--- src/rtl/neur_pkg.sv ---
// Shared constants and types for the neuron multiplier arbiter.
//   NEUR_NLANES / NEUR_OPW / NEUR_PRODW : default array geometry
//   arb_state_e                         : arbiter FSM states
//   mul_id_t                            : owner tag carried with each in-flight beat
package neur_pkg;

  localparam int unsigned NEUR_NLANES = 4;
  localparam int unsigned NEUR_OPW    = 17;
  localparam int unsigned NEUR_PRODW  = 32;

  typedef enum logic [1:0] {
    ARB_IDLE,
    ARB_BURST0,
    ARB_BEAT1
  } arb_state_e;

  typedef logic [0:0] mul_id_t;

  localparam mul_id_t ID_REQ0 = 1'b0;
  localparam mul_id_t ID_REQ1 = 1'b1;

  // Owner id to response-valid vector (bit0 = requester 0).
  function automatic logic [1:0] id_onehot(input mul_id_t id);
    return (id == ID_REQ1) ? 2'b10 : 2'b01;
  endfunction

endpackage

--- src/rtl/neur_mul_tag_pipe.sv ---
// MUL_LAT-deep delay line of {valid, id} tracking beats inside the multiplier array.
//   clk_i_fast : clock
//   rst_ni     : async active-low reset, drops every in-flight tag
//   in_vld     : beat issued this cycle
//   in_id      : owner of the issued beat
//   out_vld    : tag valid at depth MUL_LAT (product present on the array output)
//   out_id     : owner of that product
//   any_vld    : any tag still in flight
module neur_mul_tag_pipe #(
  parameter int unsigned MUL_LAT = 1
) (
  input  logic clk_i_fast,
  input  logic rst_ni,
  input  logic in_vld,
  input  logic in_id,
  output logic out_vld,
  output logic out_id,
  output logic any_vld
);

  logic [MUL_LAT-1:0] vld_q;
  logic [MUL_LAT-1:0] id_q;

  always_ff @(posedge clk_i_fast or negedge rst_ni) begin
    if (!rst_ni) begin
      vld_q <= '0;
      id_q  <= '0;
    end else begin
      vld_q <= (vld_q << 1) | MUL_LAT'(in_vld);
      id_q  <= (id_q << 1) | MUL_LAT'(in_id);
    end
  end

  assign out_vld = vld_q[MUL_LAT-1];
  assign out_id  = id_q[MUL_LAT-1];
  assign any_vld = |vld_q;

endmodule

--- src/rtl/neur_mul_arbiter.sv ---
// Shares the NLANES-lane multiplier array between the requantization unit (requester 0,
// BURST0-beat locked bursts) and the core MAC/ALU path (requester 1, single beats).
// Products come back MUL_LAT+1 cycles after the grant, in issue order, tagged to their owner.
//   clk_i_fast, rst_ni      : clock, async active-low reset
//   req0_i, a0_i, b0_i      : requester 0 request and operands (lane 3 in MSBs)
//   gnt0_o                  : requester 0 beat issued this cycle
//   req1_i, a1_i, b1_i      : requester 1 request and operands
//   gnt1_o                  : requester 1 beat issued this cycle
//   mul_a_o, mul_b_o        : operands to the array (0 when idle)
//   mul_en_o                : valid beat presented to the array
//   mul_p_i                 : array products, MUL_LAT cycles after mul_en_o
//   rsp_p_o, rsp_vld_o      : registered products and one-hot owner (bit0 = requester 0)
//   busy_o                  : burst/beat open or any beat in flight
// Build option: NEUR_MUL_ARB_FIXED_PRIO_EN gives requester 0 absolute priority;
// otherwise contention is resolved round-robin.
module neur_mul_arbiter
  import neur_pkg::*;
#(
  parameter int unsigned NLANES  = NEUR_NLANES,
  parameter int unsigned OPW     = NEUR_OPW,
  parameter int unsigned PRODW   = NEUR_PRODW,
  parameter int unsigned MUL_LAT = 1,
  parameter int unsigned BURST0  = 2
) (
  input  logic                    clk_i_fast,
  input  logic                    rst_ni,
  input  logic                    req0_i,
  input  logic [NLANES*OPW-1:0]   a0_i,
  input  logic [NLANES*OPW-1:0]   b0_i,
  output logic                    gnt0_o,
  input  logic                    req1_i,
  input  logic [NLANES*OPW-1:0]   a1_i,
  input  logic [NLANES*OPW-1:0]   b1_i,
  output logic                    gnt1_o,
  output logic [NLANES*OPW-1:0]   mul_a_o,
  output logic [NLANES*OPW-1:0]   mul_b_o,
  output logic                    mul_en_o,
  input  logic [NLANES*PRODW-1:0] mul_p_i,
  output logic [NLANES*PRODW-1:0] rsp_p_o,
  output logic [1:0]              rsp_vld_o,
  output logic                    busy_o
);

  localparam logic [1:0] LastBeat = 2'(BURST0 - 1);

  arb_state_e state_q, state_d;
  logic [1:0] beat_cnt_q, beat_cnt_d;
  logic       last_beat;
  logic       arb_open;
  logic       win0;
  logic       win1;

  // ---------------------------------------------------------------------------
  // Arbitration
  // ---------------------------------------------------------------------------
`ifdef NEUR_MUL_ARB_FIXED_PRIO_EN
  assign win0 = req0_i;
`else
  logic rr_ptr_q, rr_ptr_d;

  // In the last beat the pointer already reflects the grant being completed, so the
  // owner handed over to is always the other requester under contention.
  always_comb begin
    rr_ptr_d = rr_ptr_q;
    if (last_beat) begin
      rr_ptr_d = (state_q == ARB_BURST0);
    end
  end

  always_ff @(posedge clk_i_fast or negedge rst_ni) begin
    if (!rst_ni) begin
      rr_ptr_q <= 1'b0;
    end else begin
      rr_ptr_q <= rr_ptr_d;
    end
  end

  assign win0 = req0_i & (~req1_i | ~rr_ptr_d);
`endif

  assign win1 = req1_i & ~win0;

  // ---------------------------------------------------------------------------
  // Grant FSM
  // ---------------------------------------------------------------------------
  assign last_beat = ((state_q == ARB_BURST0) && (beat_cnt_q == LastBeat)) ||
                     (state_q == ARB_BEAT1);
  // Next owner is picked in the last beat too, so grants run back to back.
  assign arb_open  = (state_q == ARB_IDLE) || last_beat;

  always_comb begin
    state_d    = state_q;
    beat_cnt_d = beat_cnt_q;
    if (arb_open) begin
      beat_cnt_d = '0;
      if (win0) begin
        state_d = ARB_BURST0;
      end else if (win1) begin
        state_d = ARB_BEAT1;
      end else begin
        state_d = ARB_IDLE;
      end
    end else if (state_q == ARB_BURST0) begin
      // Burst is locked: continues regardless of req0_i.
      beat_cnt_d = beat_cnt_q + 2'd1;
    end
  end

  always_ff @(posedge clk_i_fast or negedge rst_ni) begin
    if (!rst_ni) begin
      state_q    <= ARB_IDLE;
      beat_cnt_q <= '0;
    end else begin
      state_q    <= state_d;
      beat_cnt_q <= beat_cnt_d;
    end
  end

  // ---------------------------------------------------------------------------
  // Issue
  // ---------------------------------------------------------------------------
  mul_id_t issue_id;

  always_comb begin
    gnt0_o   = (state_q == ARB_BURST0);
    gnt1_o   = (state_q == ARB_BEAT1);
    mul_en_o = gnt0_o | gnt1_o;
    issue_id = gnt1_o ? ID_REQ1 : ID_REQ0;
    mul_a_o  = '0;
    mul_b_o  = '0;
    if (gnt0_o) begin
      mul_a_o = a0_i;
      mul_b_o = b0_i;
    end else if (gnt1_o) begin
      mul_a_o = a1_i;
      mul_b_o = b1_i;
    end
  end

  // ---------------------------------------------------------------------------
  // In-flight tracking and response routing
  // ---------------------------------------------------------------------------
  logic    tag_vld;
  mul_id_t tag_id;
  logic    tag_any;

  neur_mul_tag_pipe #(
    .MUL_LAT (MUL_LAT)
  ) u_tag_pipe (
    .clk_i_fast (clk_i_fast),
    .rst_ni     (rst_ni),
    .in_vld     (mul_en_o),
    .in_id      (issue_id),
    .out_vld    (tag_vld),
    .out_id     (tag_id),
    .any_vld    (tag_any)
  );

  logic [NLANES*PRODW-1:0] rsp_p_q;
  logic [1:0]              rsp_vld_q;

  always_ff @(posedge clk_i_fast or negedge rst_ni) begin
    if (!rst_ni) begin
      rsp_p_q   <= '0;
      rsp_vld_q <= '0;
    end else begin
      rsp_vld_q <= tag_vld ? id_onehot(tag_id) : 2'b00;
      if (tag_vld) begin
        rsp_p_q <= mul_p_i;
      end
    end
  end

  assign rsp_p_o   = rsp_p_q;
  assign rsp_vld_o = rsp_vld_q;
  assign busy_o    = (state_q != ARB_IDLE) | tag_any;

endmodule

--- config.mk ---
export PLATFORM = sky130hd
export DESIGN_NAME = neur_mul_arbiter
export DESIGN_NICKNAME = d
export VERILOG_FILES = /design/src/rtl/neur_pkg.sv /design/src/rtl/neur_mul_tag_pipe.sv /design/src/rtl/neur_mul_arbiter.sv
export SDC_FILE = /design/constraint.sdc
export NUM_CORES = 1
export LEC_CHECK = 0
export ABC_AREA = 1
export CAP_MARGIN = 20
export CELL_PAD_IN_SITES_DETAIL_PLACEMENT = 1
export CELL_PAD_IN_SITES_GLOBAL_PLACEMENT = 2
export CORE_AREA = 4 4 257 259
export DETAILED_ROUTE_END_ITERATION = 6
export DIE_AREA = 0 0 261 263
export HOLD_SLACK_MARGIN = 0.03
export MAX_ROUTING_LAYER = met4
export PLACE_DENSITY = 0.66
export SLEW_MARGIN = 30
export SYNTH_ARGS = -nofsm -noshare
export SYNTH_HDL_FRONTEND = slang
export SYNTH_SLANG_ARGS = --single-unit
export TNS_END_PERCENT = 30
--- constraint.sdc ---
create_clock -name clk_i_fast -period 2.2 [get_ports clk_i_fast]
set_clock_uncertainty 0.1 [all_clocks]
set_input_delay 0.44 -clock clk_i_fast [delete_from_list [all_inputs] [get_ports clk_i_fast]]
set_output_delay 0.44 -clock clk_i_fast [all_outputs]
set_load 0.02 [all_outputs]
==> qor_table.md <==
| Metric | Reported | Unit |
| --- | --- | --- |
| Startpoint Class | register | - |
| Max stage delay on crit path | 0.43 | ns |
| Critical setup path kind | reg -> out | - |
| Final count of hold timing violations | 0 | - |
| Die Wd | 261 | µm |
| Worst supply voltage drop on vdd | 0.5357 | mV |
| Final layout net count | 1867 | - |
| Worst-Margin Slew | 0.7773 | ns |
| Ratio of final minimum period to clock period | 1.198 | - |
| Cell area after technology mapping | 6569 | µm² |
| DP HPWL | 37620 | µm |
| Result of the run | finished with violations | - |
| Cell Rows | 93 | - |
| Max-capacitance violation count | 0 | - |
| Relative contribution of the clock network to total power | 0.457 | - |
| Total routing usage reported by global routing | 0.1352 | - |
| Post-Synthesis Net Count | 1166 | - |
| Part of the power in registers | 0.408 | - |
| Proportion of power drawn by combinational gates | 0.135 | - |
| Worst-skew pair later-pin latency | 0.45 | ns |
| Vias in the first global route | 9270 | - |
| Worst-path maximum fanout | 5 | - |
| Number of nets with antenna violations after detailed routing | 0 | - |
| Total grt overflow | 0 | - |
| Synthesized instance count | 757 | - |
| Violated checks | negative setup slack | - |
| Cell mode on critical path | buf_6 | - |
| Critical path data required time | 1.66 | ns |
| Violation count after the first detailed-route iteration | 328 | - |
| Clock buffers created by TritonCTS | 17 | - |
| Effective utilization at floorplan | 0.1028 | - |
| Routed vias | 8454 | - |
| Post-synth top area share | 0.5219 | - |
| Layout cell share with drive strength beyond 1 | 0.1788 | - |
| Slew Limit Fails | 0 | - |
| Power density over cell area | 386.7 | nW/µm² |
| Net Switching | 1.433 | mW |
| Clock tree from TritonCTS | done | - |
| Height of the die | 263 | µm |
| Setup violation total in the final timing report | 137 | - |
| Pin count of the biggest net entering global routing | 130 | - |
| Port Buffer Count | 673 | - |
| Area added between synthesis and finish | 143.1 | % |
| Time the final worst path needs with I/O delays and setup | 2.636 | ns |
| Initial antenna violation count | 10 | - |
| Worst relative slew slack | 0.4818 | - |
| Switching Fraction | 0.2320 | - |
| # IOs | 674 | - |
| Endpoint kind of the worst setup timing path | primary output | - |
| Distinct cells, synth | 14 | - |
| Data arrival at the endpoint of the critical path | 2.10 | ns |
| Final core area utilization | 0.2500 | - |
| Post-detailed-route DRC marker count | 0 | - |
| Die Area | 68640 | µm² |
| Most used cells in the layout excluding fill and tap cells | clkdlybuf4s50_1 (532), nand2_1 (399), dfrtp_1 (136) | - |
| Wire length of the first global-routing pass | 65720 | µm |
| Via-per-instance ratio | 3.625 | - |
| Maximum buffer depth of the clock tree | 2 | - |
| Root buffer selected by CTS | clkbuf_16 | - |
| Setup repair after global routing missed its margin | yes | - |
| Maximum level of the CTS H-tree | 4 | - |
| Top cell type by total area after synthesis | dfrtp_1 | - |
| 1st-pass router iterations | 4 | - |
| Post-layout power | 6.175 | mW |
| Number of storage elements in the synthesis netlist | 137 | - |
| Clock sink count | 137 | - |
| Most common library cell in the layout ignoring fill and taps | clkdlybuf4s50_1 | - |
| Slowest library cell on the worst path | dfrtp_1 | - |
| Clock-pin slew of the registers on the worst-case setup and hold paths | 0.06 | ns |
| Global placer's final weighted congestion | 0.9279 | - |
| Achievable frequency | 379.4 | MHz |
| CP cell instances | inv_2, ha_4, inv_4, nand2_8, inv_12, buf_16, buf_6, a22o_1, buf_6, buf_12 | - |
| Sequential cell area fraction in the yosys report | 0.5219 | - |
| Internal power | 4.743 | mW |
| Classification of the worst-slack hold path | reg -> reg | - |
| Biggest area contributors in the synthesized netlist | dfrtp_1 (52%), nand2_1 (23%), a22o_1 (18%) | - |
| Core Region | 63880 | µm² |
| Total wirelength of the detailed-routed design | 48620 | µm |
| Warnings, synthesis | 0 | - |
| Post-synthesis area per instance | 8.677 | µm² |
| Setup slack of the critical path after layout | -0.4357 | ns |
| Wire length per cell | 20.85 | µm |
| Reported leakage power | 6.763 | nW |
==> registers in the layout, indices dropped and copies added (netlist names) <==
register	flops
state_q	2
rsp_vld_o	2
beat_cnt_q	2
u_tag_pipe.any_vld	1
u_tag_pipe.out_id	1
rr_ptr_q	1
rsp_p_o	128
==> synth_stat cells (all sizes together) <==
cell,number
nand3,3
or2,1
nand2,400
inv,12
buf,53
nor2,2
dfrtp,137
ha,5
a21oi,2
clkbuf,5
a22o,136
o21ai,1
==> critical path: cells and delay by family, from the launching register on <==
| family | cells | cell delay (ns) |
|---|---|---|
| compound gates | 1 | 0.21 |
| buf+inv | 7 | 0.75 |
| flops | 1 | 0.43 |
| fa+ha+maj | 1 | 0.16 |
| simple gates | 1 | 0.09 |
==> worst paths after layout <==
path,slack [ns],end,start,cells after the start
max,-0.44,mul_a_o[11],state_q[1],10
min,0.32,rsp_vld_o[0],u_tag_pipe.out_id,1
max reg2reg,0.15,state_q[1],state_q[0],12
min reg2reg,0.32,rsp_vld_o[0],u_tag_pipe.out_id,1
max in group asynchronous,0.91,u_tag_pipe.out_id,rst_ni,3
min in group asynchronous,0.39,rsp_p_o[54],rst_ni,2
==> cells by family after synthesis <==
family,count (synthesis),share of synthesized area
compound gates,139,0.1836
fa+ha+maj,5,0.009524
simple gates,406,0.2330
flops,137,0.5219
buf+inv,70,0.05200
==> cell type report <==
| class | count | area [µm²] |
|---|---|---|
| fillers | 7381 | 47910 |
| repair buffers | 739 | 7834 |
| flip-flops and latches | 137 | 3432 |
| multi-input cells | 550 | 2984 |
| well taps | 855 | 1070 |
| clock buffers | 19 | 442.9 |
| clock inverters | 13 | 121.4 |
| inverters | 12 | 62.56 |
| diodes | 6 | 15.01 |
| repair inverters | 1 | 8.758 |
==> through the flow <==
step / cells / TNS, ns / setup slack (ns) / area (µm²) / hold slack, ns
after CTS: 2306 / -48.06 / -0.5223 / 15570 / 0.3258
final: 2332 / -42.45 / -0.4357 / 15970 / 0.3237
after detailed placement: 2262 / -36.51 / -0.3931 / 14630 / 0.2993
after global placement: 2262 / -37.51 / -0.3803 / 14630 / 0.2928
after global routing: 2332 / -55.53 / -0.5228 / 15970 / 0.3510
after floorplan: 757 / 0 / 0.1351 / 6569 / 0.04441
==> power groups by stage <==
stage | sequential (mW) | clock (mW) | combinational [mW]
2_1_floorplan | 2.57 | 0 | 0.000476
3_3_place_gp | 2.57 | 0 | 0.831
3_5_place_dp | 2.57 | 0 | 0.827
4_1_cts | 2.52 | 2.99 | 0.840
5_1_grt | 2.52 | 3.07 | 0.883
6_report | 2.52 | 2.82 | 0.832
==> per-layer routing <==
layer | global-route usage | wire length, µm
met2 | 0.2329 | 25040
met3 | 0.03858 | 3804
met5 | - | 0
met1 | 0.1500 | 18570
met4 | 0.04531 | 1202
==> what timing repair did <==
| action | in CTS | in global routing |
|---|---|---|
| gates cloned | 7 | 8 |
| setup buffers | 4 | 15 |
| gates resized for setup | 557 | 150 |
| hold endpoints to repair | 36 | 0 |
| hold buffers | 1 | 0 |
| endpoints found under the setup margin | 138 | 138 |
| pin swaps | 7 | 14 |
No activity file was read; power rests on OpenSTA's default activity.
